===== config.mk =====
export PLATFORM = sky130hd
export DESIGN_NAME = mux_scan_reg
export DESIGN_NICKNAME = d
export VERILOG_FILES = /design/src/rtl/mux_scan_reg.sv
export SDC_FILE = /design/constraint.sdc
export NUM_CORES = 1
export LEC_CHECK = 0
export ABC_CLOCK_PERIOD_IN_PS = 4400
export BUFFER_PORTS_ARGS = -buffer_cell sky130_fd_sc_hd__buf_2
export CORE_ASPECT_RATIO = 0.7
export CORE_MARGIN = 10
export CORE_UTILIZATION = 50
export DETAILED_ROUTE_END_ITERATION = 8
export GPL_ROUTABILITY_DRIVEN = 0
export HOLD_SLACK_MARGIN = 0.06
export PLACE_DENSITY = 0.85
export SYNTH_ARGS = -nofsm -noshare
export SYNTH_HDL_FRONTEND = slang
export SYNTH_SLANG_ARGS = --single-unit

===== constraint.sdc =====
create_clock -name clk -period 4.4 [get_ports clk]
set_input_delay 0.88 -clock clk [delete_from_list [all_inputs] [get_ports clk]]
set_output_delay 0.88 -clock clk [all_outputs]
set_load 0.05 [all_outputs]

===== src/rtl/mux_scan_reg.sv =====
// rtl/mux_scan_reg.sv - registered N-channel word mux with manual select and masked round-robin scan
//
// Purpose:
//   Picks one of CHANNELS input words and registers it onto dout, together
//   with the channel index it came from. Two operating modes:
//     - manual: the channel is chosen by sel (out-of-range selects ignored)
//     - scan:   channels marked eligible in mask are visited round-robin,
//               each held for DWELL cycles before moving on
//   With en low the block idles: outputs freeze and ch_valid drops.
//
// Ports:
//   clk        rising-edge clock
//   rst_n      synchronous active-low reset
//   din        packed channel words, channel k = din[k*WIDTH +: WIDTH]
//   sel        manual channel select
//   mode       0 = manual, 1 = scan
//   en         block enable
//   mask       per-channel scan eligibility (1 = eligible)
//   dout       registered selected word
//   cur_ch     channel index dout was taken from (always aligned with dout)
//   ch_valid   dout holds a live sample
//   ch_changed one-cycle pulse on the cycle cur_ch takes a new value
module mux_scan_reg #(
  parameter int WIDTH    = 8,
  parameter int CHANNELS = 8,
  parameter int SEL_W    = 3,
  parameter int DWELL    = 4
) (
  input  logic                      clk,
  input  logic                      rst_n,
  input  logic [CHANNELS*WIDTH-1:0] din,
  input  logic [SEL_W-1:0]          sel,
  input  logic                      mode,
  input  logic                      en,
  input  logic [CHANNELS-1:0]       mask,
  output logic [WIDTH-1:0]          dout,
  output logic [SEL_W-1:0]          cur_ch,
  output logic                      ch_valid,
  output logic                      ch_changed
);

  localparam int               CNT_W    = (DWELL > 1) ? $clog2(DWELL) : 1;
  localparam logic [CNT_W-1:0] CNT_LAST = CNT_W'(DWELL - 1);

  typedef enum logic [1:0] {
    ST_IDLE   = 2'd0,
    ST_MANUAL = 2'd1,
    ST_SCAN   = 2'd2
  } state_t;

  state_t           state_q, state_d;
  logic [CNT_W-1:0] cnt_q, cnt_d;
  logic [SEL_W-1:0] cur_ch_q, cur_ch_d;
  logic [WIDTH-1:0] dout_q, dout_d;
  logic             ch_valid_q, ch_valid_d;
  logic             ch_changed_q, ch_changed_d;

  logic [SEL_W-1:0] ch_next;
  logic [SEL_W-1:0] scan_next;
  logic             sel_in_range;
  logic             cur_eligible;
  logic             any_eligible;
  logic             load_dout;

  logic [WIDTH-1:0] din_ch [CHANNELS];

  for (genvar k = 0; k < CHANNELS; k++) begin : g_unpack
    assign din_ch[k] = din[k*WIDTH +: WIDTH];
  end

  // First eligible channel strictly after 'from', wrapping modulo CHANNELS.
  // The search ends on 'from' itself, so a lone eligible channel re-selects
  // itself. Offsets are walked far-to-near so the nearest hit is written last
  // and wins; the wrap is an explicit subtract so CHANNELS need not be 2^n.
  function automatic logic [SEL_W-1:0] next_eligible(
    input logic [SEL_W-1:0]    from,
    input logic [CHANNELS-1:0] elig
  );
    logic [SEL_W-1:0] pick;
    int               idx;
    pick = from;
    for (int off = CHANNELS; off >= 1; off--) begin
      idx = int'(from) + off;
      if (idx >= CHANNELS) begin
        idx = idx - CHANNELS;
      end
      if (elig[idx[SEL_W-1:0]]) begin
        pick = idx[SEL_W-1:0];
      end
    end
    return pick;
  endfunction

  assign sel_in_range = (int'(sel) < CHANNELS);
  assign cur_eligible = mask[cur_ch_q];
  assign any_eligible = |mask;
  assign scan_next    = next_eligible(cur_ch_q, mask);

  // State is a pure function of en/mode at each edge.
  always_comb begin
    state_d = ST_IDLE;
    if (en) begin
      state_d = mode ? ST_SCAN : ST_MANUAL;
    end
  end

  // Channel choice and dwell counting for the state being entered this edge.
  always_comb begin
    ch_next    = cur_ch_q;
    cnt_d      = '0;
    ch_valid_d = 1'b0;
    load_dout  = 1'b0;
    unique case (state_d)
      ST_IDLE: begin
      end
      ST_MANUAL: begin
        ch_valid_d = 1'b1;
        load_dout  = 1'b1;
        if (sel_in_range) begin
          ch_next = sel;
        end
      end
      ST_SCAN: begin
        // With nothing eligible everything holds and the counter stays clear.
        if (any_eligible) begin
          ch_valid_d = 1'b1;
          load_dout  = 1'b1;
          if (state_q != ST_SCAN) begin
            // Fresh entry: keep the current channel when it is eligible.
            if (!cur_eligible) begin
              ch_next = scan_next;
            end
          end else if (!cur_eligible || (cnt_q == CNT_LAST)) begin
            // Dwell expired, or the current channel was masked out mid-dwell.
            ch_next = scan_next;
          end else begin
            cnt_d = cnt_q + CNT_W'(1);
          end
        end
      end
      default: begin
      end
    endcase
  end

  always_comb begin
    cur_ch_d     = ch_next;
    dout_d       = load_dout ? din_ch[ch_next] : dout_q;
    ch_changed_d = (ch_next != cur_ch_q);
  end

  always_ff @(posedge clk) begin
    if (!rst_n) begin
      state_q      <= ST_IDLE;
      cnt_q        <= '0;
      cur_ch_q     <= '0;
      dout_q       <= '0;
      ch_valid_q   <= 1'b0;
      ch_changed_q <= 1'b0;
    end else begin
      state_q      <= state_d;
      cnt_q        <= cnt_d;
      cur_ch_q     <= cur_ch_d;
      dout_q       <= dout_d;
      ch_valid_q   <= ch_valid_d;
      ch_changed_q <= ch_changed_d;
    end
  end

  assign dout       = dout_q;
  assign cur_ch     = cur_ch_q;
  assign ch_valid   = ch_valid_q;
  assign ch_changed = ch_changed_q;

endmodule


==> impl_metrics.env, run 1 <==
export IMPL_status="finished clean"
export IMPL_peakVddDrop_mv=0.213
export IMPL_worstMarginPinSlew_ns=0.739
export IMPL_synth_nets=327
export IMPL_rsz0062_at_grt="no"
export IMPL_grt_pass1_vias=2360
export IMPL_multi_input_area_sq_mm=0.00180
export IMPL_grt_pass1_wl_mm=12.1
export IMPL_ctsLongestPathBuffers=2
export IMPL_cts_tree="done"
export IMPL_drcViolationCount=0
export IMPL_num_io_pins=92
export IMPL_ant_nets=0
export IMPL_yosysTopAreaCell="dfxtp_1"
export IMPL_n_fill_cell=369
export IMPL_sw_frac_of_total_pct=47.1
export IMPL_clkPwrFrac_pct=12.6
export IMPL_overflow=0
export IMPL_drt_first_pass_iters=5
export IMPL_max_slew_margin_pct=50.6
export IMPL_cp_end_kind="flip-flop"
export IMPL_critPathLaunchType="flip-flop"
export IMPL_ys_flop_type="dfxtp_1"
export IMPL_track_usage_pct=18.5
export IMPL_ctsResizeCount=0
export IMPL_antenna_cells=0
export IMPL_syn_area_sq_mm=0.00235
export IMPL_avgSynthCellArea_sq_um=9.59
export IMPL_syn_inst=245
export IMPL_rows=20
export IMPL_hp_class="reg2reg"
export IMPL_portBuffers=91
export IMPL_path_max_fanout=18
export IMPL_whs_ns=0.429
export IMPL_p_comb_share_pct=68.1
export IMPL_p_per_area_mw_per_mm2=327
export IMPL_layout_nets=418
export IMPL_drive_gt1_share_pct=44.8
export IMPL_setup_viol=0
export IMPL_wirelength_mm=7.76
export IMPL_die_width_microns=102
export IMPL_clk_latency_ns=0.25
export IMPL_viasPerCell=6.27
export IMPL_yosysTopAreaCellShare_pct=14.5
export IMPL_p_leak_nw=1.25
export IMPL_drv_cap=0
export IMPL_path_clk_slew_ns=0.07
export IMPL_wl_per_cell_microns=19.9
export IMPL_vias=2444
export IMPL_timing_final_crit_share_pct=87.8
export IMPL_cts_sinks=17
export IMPL_seqCellArea_sq_um=340
export IMPL_worstPathArrival_ns=4.04
export IMPL_clockRootBuffer="clkbuf_8"
export IMPL_finalHoldViolations=0
export IMPL_dieArea_sq_mm=0.00788
export IMPL_yosys_warnings=0
export IMPL_cp_slowest_cell="mux4_2"
export IMPL_htree_levels=1
export IMPL_p_int_uw=495
export IMPL_power_total_uw=935
export IMPL_yosysUniqueCellTypes=63
export IMPL_synth_edff_count=0
export IMPL_cts_post_setup_buffers_inserted=0
export IMPL_fin_crit_ns=3.86
export IMPL_yosys_top_cells_area="dfxtp_1, mux4_2, mux2i_1"
export IMPL_core_area_sq_mm=0.00443
export IMPL_finClkSkew_ns=0.00109
export IMPL_ys_seq_elements=17
export IMPL_async_flop_share_pct=0
export IMPL_cpPeakStageDelay_ns=0.65
export IMPL_drt_iter0_drc=301
export IMPL_cts_hold_buffers=0
export IMPL_fmax_mhz=259
export IMPL_slew_viol_final=0
export IMPL_path_cells="inv_1 -> ha_1 -> mux4_2 -> mux2i_2 -> mux2i_1 -> o32a_1 -> a221o_1 -> a31oi_4 -> o211ai_1 -> a31oi_1"
export IMPL_antenna_found_initial=0
export IMPL_grt_max_degree=21
export IMPL_yosysSeqAreaShare_pct=14.5
export IMPL_p_sw_uw=440
export IMPL_required_ns=4.58
export IMPL_numCtsBuffers=3
export IMPL_die_y_microns=77.3
export IMPL_synth_common_cells="dfxtp_1, inv_1, nand2_1"
export IMPL_seqPwrFrac_pct=19.3
export IMPL_finalSetupTns_ns=0
export IMPL_synth_most_common_cell="dfxtp_1"
export IMPL_dp_hpwl_mm=6.29
export IMPL_start_util_pct=53.0
export IMPL_area_growth_synth_to_final_pct=21.6
export IMPL_critical_path_class="reg2reg"
==> cells in the final DEF, fill, tap and decap left out, types with 8 or more instances in the layout <==
cell type	count
dfxtp_1	17
buf_2	91
nor2_1	12
mux2i_1	13
buf_4	9
o2111ai_1	8
nand2_1	14
a221o_1	9
mux2_2	11
a31oi_1	10
nor3_1	8
a22oi_1	9
o21ai_0	10
inv_1	15
o211ai_1	13
==> worst paths after layout <==
kind         startpoint  endpoint  slack (ns)  cells past startpoint
min reg2reg    cnt_q[0]  cnt_q[0]        0.43                      1
min            cnt_q[0]  cnt_q[0]        0.43                      1
max           cur_ch[0]   dout[1]        0.54                     10
max reg2reg   cur_ch[0]   dout[1]        0.54                     10
==> critical path, delay by kind of cell, from the launching register on <==
family / cells / cell delay [ns]
compound gates: 5 / 1.72
fa+ha+maj: 1 / 0.51
buf+inv: 1 / 0.10
flops: 1 / 0.33
mux: 3 / 1.11
==> through the flow <==
| step | util, % | cells | instance area (sq um) | setup WS [ns] |
|---|---|---|---|---|
| 5_1_grt | 64.5 | 390 | 2860 | 0.265 |
| 6_report | 64.5 | 390 | 2860 | 0.538 |
| 2_1_floorplan | - | 245 | 2350 | 0.231 |
| 3_3_place_gp | 63.4 | 386 | 2810 | 0.624 |
| 3_5_place_dp | 63.4 | 386 | 2810 | 0.489 |
| 4_1_cts | 64.5 | 390 | 2860 | 0.584 |
==> state kept, by name, indices dropped and copies added (netlist names) <==
| name | cells |
|---|---|
| cnt_q | 2 |
| ch_changed | 1 |
| cur_ch | 3 |
| dout | 8 |
| state_q | 2 |
| ch_valid | 1 |
==> per-layer routing <==
layer | GRT usage [%] | routed length [microns] | share of wire (%) | vias to the layer above
met5 | 0 | 0 | 0 | -
met2 | 29.7 | 3640 | 47 | 120
met4 | 2.81 | 42 | 0.54 | 0
met3 | 5.58 | 716 | 9.2 | 6
li1 | - | - | - | 1177
met1 | 24.4 | 3370 | 43 | 1141
==> power groups by stage <==
stage | Sequential, mW | Combinational [mW] | Clock (mW)
finish | 0.181 | 0.636 | 0.118
global route | 0.182 | 0.680 | 0.125
CTS | 0.180 | 0.627 | 0.117
detailed placement | 0.184 | 0.626 | 0
global placement | 0.183 | 0.610 | 0
floorplan | 0.232 | 0.450 | 0
==> cell families (layout without fill, tap and decap cells) <==
family          Yosys count  in the layout  synth area share [%]
compound gates           95             95                  36.9
xor+xnor                  7              7                  2.61
fa+ha+maj                 3              3                  1.60
buf+inv                  31            121                  8.95
flops                    17             17                  14.5
mux                      40             40                  24.2
simple gates             52             52                  11.3
==> layout make-up <==
type                       instances  area share (%)
clock buffer                       3            1.45
clock inverter                     1           0.175
inverter                          16            2.10
multi-input combinational        197            62.9
sequential                        17            11.9
tap                               55            2.41
timing repair buffer             101            19.0
Power figures use the tool's default switching activity.
==> run 2: changes to the inputs <==
PLACE_DENSITY = 0.82   (was 0.85)
==> impl_metrics.env, run 2 (same netlist as run 1, synthesis figures left out) <==
export IMPL_drt_iter0_drc=280
export IMPL_grt_pass1_vias=2359
export IMPL_antenna_cells=0
export IMPL_cts_hold_buffers=0
export IMPL_pre_cts_ws_ns=0.380
export IMPL_overflow=0
export IMPL_area_growth_synth_to_final_pct=21.0
export IMPL_cp_endpoint="dout[3]"
export IMPL_die_width_microns=102
export IMPL_setup_viol=0
export IMPL_critPathBufInv=2
export IMPL_hp_class="reg2reg"
export IMPL_finalHoldViolations=0
export IMPL_largest_reg_flops=8
export IMPL_multi_input_area_sq_mm=0.00180
export IMPL_rrSetupSlack_ns=0.33
export IMPL_hp_start="cnt_q[0]"
export IMPL_die_y_microns=77.3
export IMPL_slew_viol_final=0
export IMPL_final_common_cell="buf_2"
export IMPL_fmax_mhz=245
export IMPL_wirelength_mm=7.64
export IMPL_start_util_pct=53.0
export IMPL_critical_path_class="reg2reg"
export IMPL_cp_startpoint="cur_ch[1]"
export IMPL_layout_nets=416
export IMPL_worstPathArrival_ns=4.25
export IMPL_power_total_uw=926
export IMPL_clk_latency_ns=0.25
export IMPL_crit_cells=11
export IMPL_htree_levels=1
export IMPL_rsz0062_at_grt="no"
export IMPL_cpPeakStageDelay_ns=0.63
export IMPL_viasPerCell=6.43
export IMPL_drive_gt1_share_pct=44.4
export IMPL_ant_nets=0
export IMPL_seqCellArea_sq_um=340
export IMPL_status="finished clean"
export IMPL_p_leak_nw=1.24
export IMPL_core_area_sq_mm=0.00443
export IMPL_drcViolationCount=0
export IMPL_seqPwrFrac_pct=19.5
export IMPL_cp_slowest_cell="mux4_2"
export IMPL_p_sw_uw=435
export IMPL_finalSetupTns_ns=0
export IMPL_track_usage_pct=18.3
export IMPL_drv_cap=0
export IMPL_min_path_cells=1
export IMPL_clkPwrFrac_pct=12.5
export IMPL_antenna_found_initial=0
export IMPL_grt_pass1_wl_mm=12.1
export IMPL_timing_final_crit_share_pct=92.6
export IMPL_max_slew_margin_pct=48.9
export IMPL_dieArea_sq_mm=0.00788
export IMPL_cts_post_setup_buffers_inserted=0
export IMPL_p_per_area_mw_per_mm2=326
export IMPL_portBuffers=91
export IMPL_peakVddDrop_mv=0.215
export IMPL_fin_ws_ns=0.325
export IMPL_numCtsBuffers=3
export IMPL_num_io_pins=92
export IMPL_p_int_uw=491
export IMPL_crit_family="compound AO/OA/AOI/OAI gates"
export IMPL_sw_frac_of_total_pct=47.0
export IMPL_r2r_end="dout[3]"
export IMPL_critPathLaunchType="flip-flop"
export IMPL_required_ns=4.58
export IMPL_path_clk_slew_ns=0.07
export IMPL_rr_worst_depth=11
export IMPL_cp_end_kind="flip-flop"
export IMPL_clockRootBuffer="clkbuf_8"
export IMPL_ctsLongestPathBuffers=2
export IMPL_dp_hpwl_mm=6.18
export IMPL_cts_sinks=17
export IMPL_vias=2495
export IMPL_wl_per_cell_microns=19.7
export IMPL_ctsResizeCount=0
export IMPL_p_comb_share_pct=68.0
export IMPL_finClkSkew_ns=0.00135
export IMPL_grt_max_degree=22
export IMPL_cts_tree="done"
export IMPL_rows=20
export IMPL_r2r_start="cur_ch[1]"
export IMPL_worstMarginPinSlew_ns=0.765
export IMPL_path_cells="clkinv_1 -> ha_1 -> mux4_2 -> a21oi_2 -> o21ai_2 -> a221oi_4 -> o21a_1 -> buf_12 -> a22oi_1 -> a221o_1 -> a31oi_1"
export IMPL_n_fill_cell=389
export IMPL_path_max_fanout=21
export IMPL_mostFrequentLayoutCells="buf_2, dfxtp_1, inv_1"
export IMPL_fin_crit_ns=4.07
export IMPL_drt_first_pass_iters=5
==> run 2: cell types whose count changed in the layout (fill, tap and decap cells not counted) <==
cell   change
buf_4      -2
==> run 2: area by class of cell <==
cell class / instances / share of cell area [%]
Inverter: 16 / 2.11
Tap cell: 55 / 2.42
Multi-Input combinational cell: 197 / 63.3
Timing Repair Buffer: 99 / 18.6
Clock inverter: 1 / 0.176
Sequential cell: 17 / 12.0
Clock buffer: 3 / 1.45
==> run 2: worst reg2reg max path, stage by stage, from the launching register on <==
cell      delay (ns)
dfxtp_1         0.35
clkinv_1        0.24
ha_1            0.57
mux4_2          0.63
a21oi_2         0.20
o21ai_2         0.09
a221oi_4        0.47
o21a_1          0.52
buf_12          0.25
a22oi_1         0.10
a221o_1         0.42
a31oi_1         0.17
==> run 2: per-stage QoR <==
step | utilization (%) | hold WS, ns | cells | area, sq um
floorplan | - | 0.398 | 245 | 2350
global placement | 63.1 | 0.411 | 384 | 2800
CTS | 64.2 | 0.422 | 388 | 2840
global route | 64.2 | 0.444 | 388 | 2840
finish | 64.2 | 0.419 | 388 | 2840
detailed placement | 63.1 | 0.413 | 384 | 2800
==> run 2: power groups by stage <==
stage               clock, mW  sequential [mW]  combinational (mW)
finish                  0.116            0.181               0.630
global route            0.122            0.182               0.673
CTS                     0.115            0.180               0.623
detailed placement          0            0.183               0.620
global placement            0            0.183               0.606
floorplan                   0            0.232               0.450
==> run 2: worst min-delay path by stage <==
stage / to / slack (ns)
final: cnt_q[0] / 0.42
after global routing: cnt_q[0] / 0.44
after CTS: cnt_q[0] / 0.42
after detailed placement: cnt_q[0] / 0.41
after global placement: cnt_q[0] / 0.41
after floorplan: cnt_q[0] / 0.40
==> run 2: metal layers <==
| metal | wire length [microns] | up-vias | global-route usage, % | share of wire (%) |
|---|---|---|---|---|
| met2 | 3560 | 138 | 28.9 | 47 |
| met1 | 3340 | 1176 | 26.6 | 44 |
| met5 | 0 | - | 0 | 0 |
| met4 | 40 | 0 | 1.69 | 0.52 |
| met3 | 696 | 7 | 2.48 | 9.1 |
| li1 | - | 1174 | - | - |
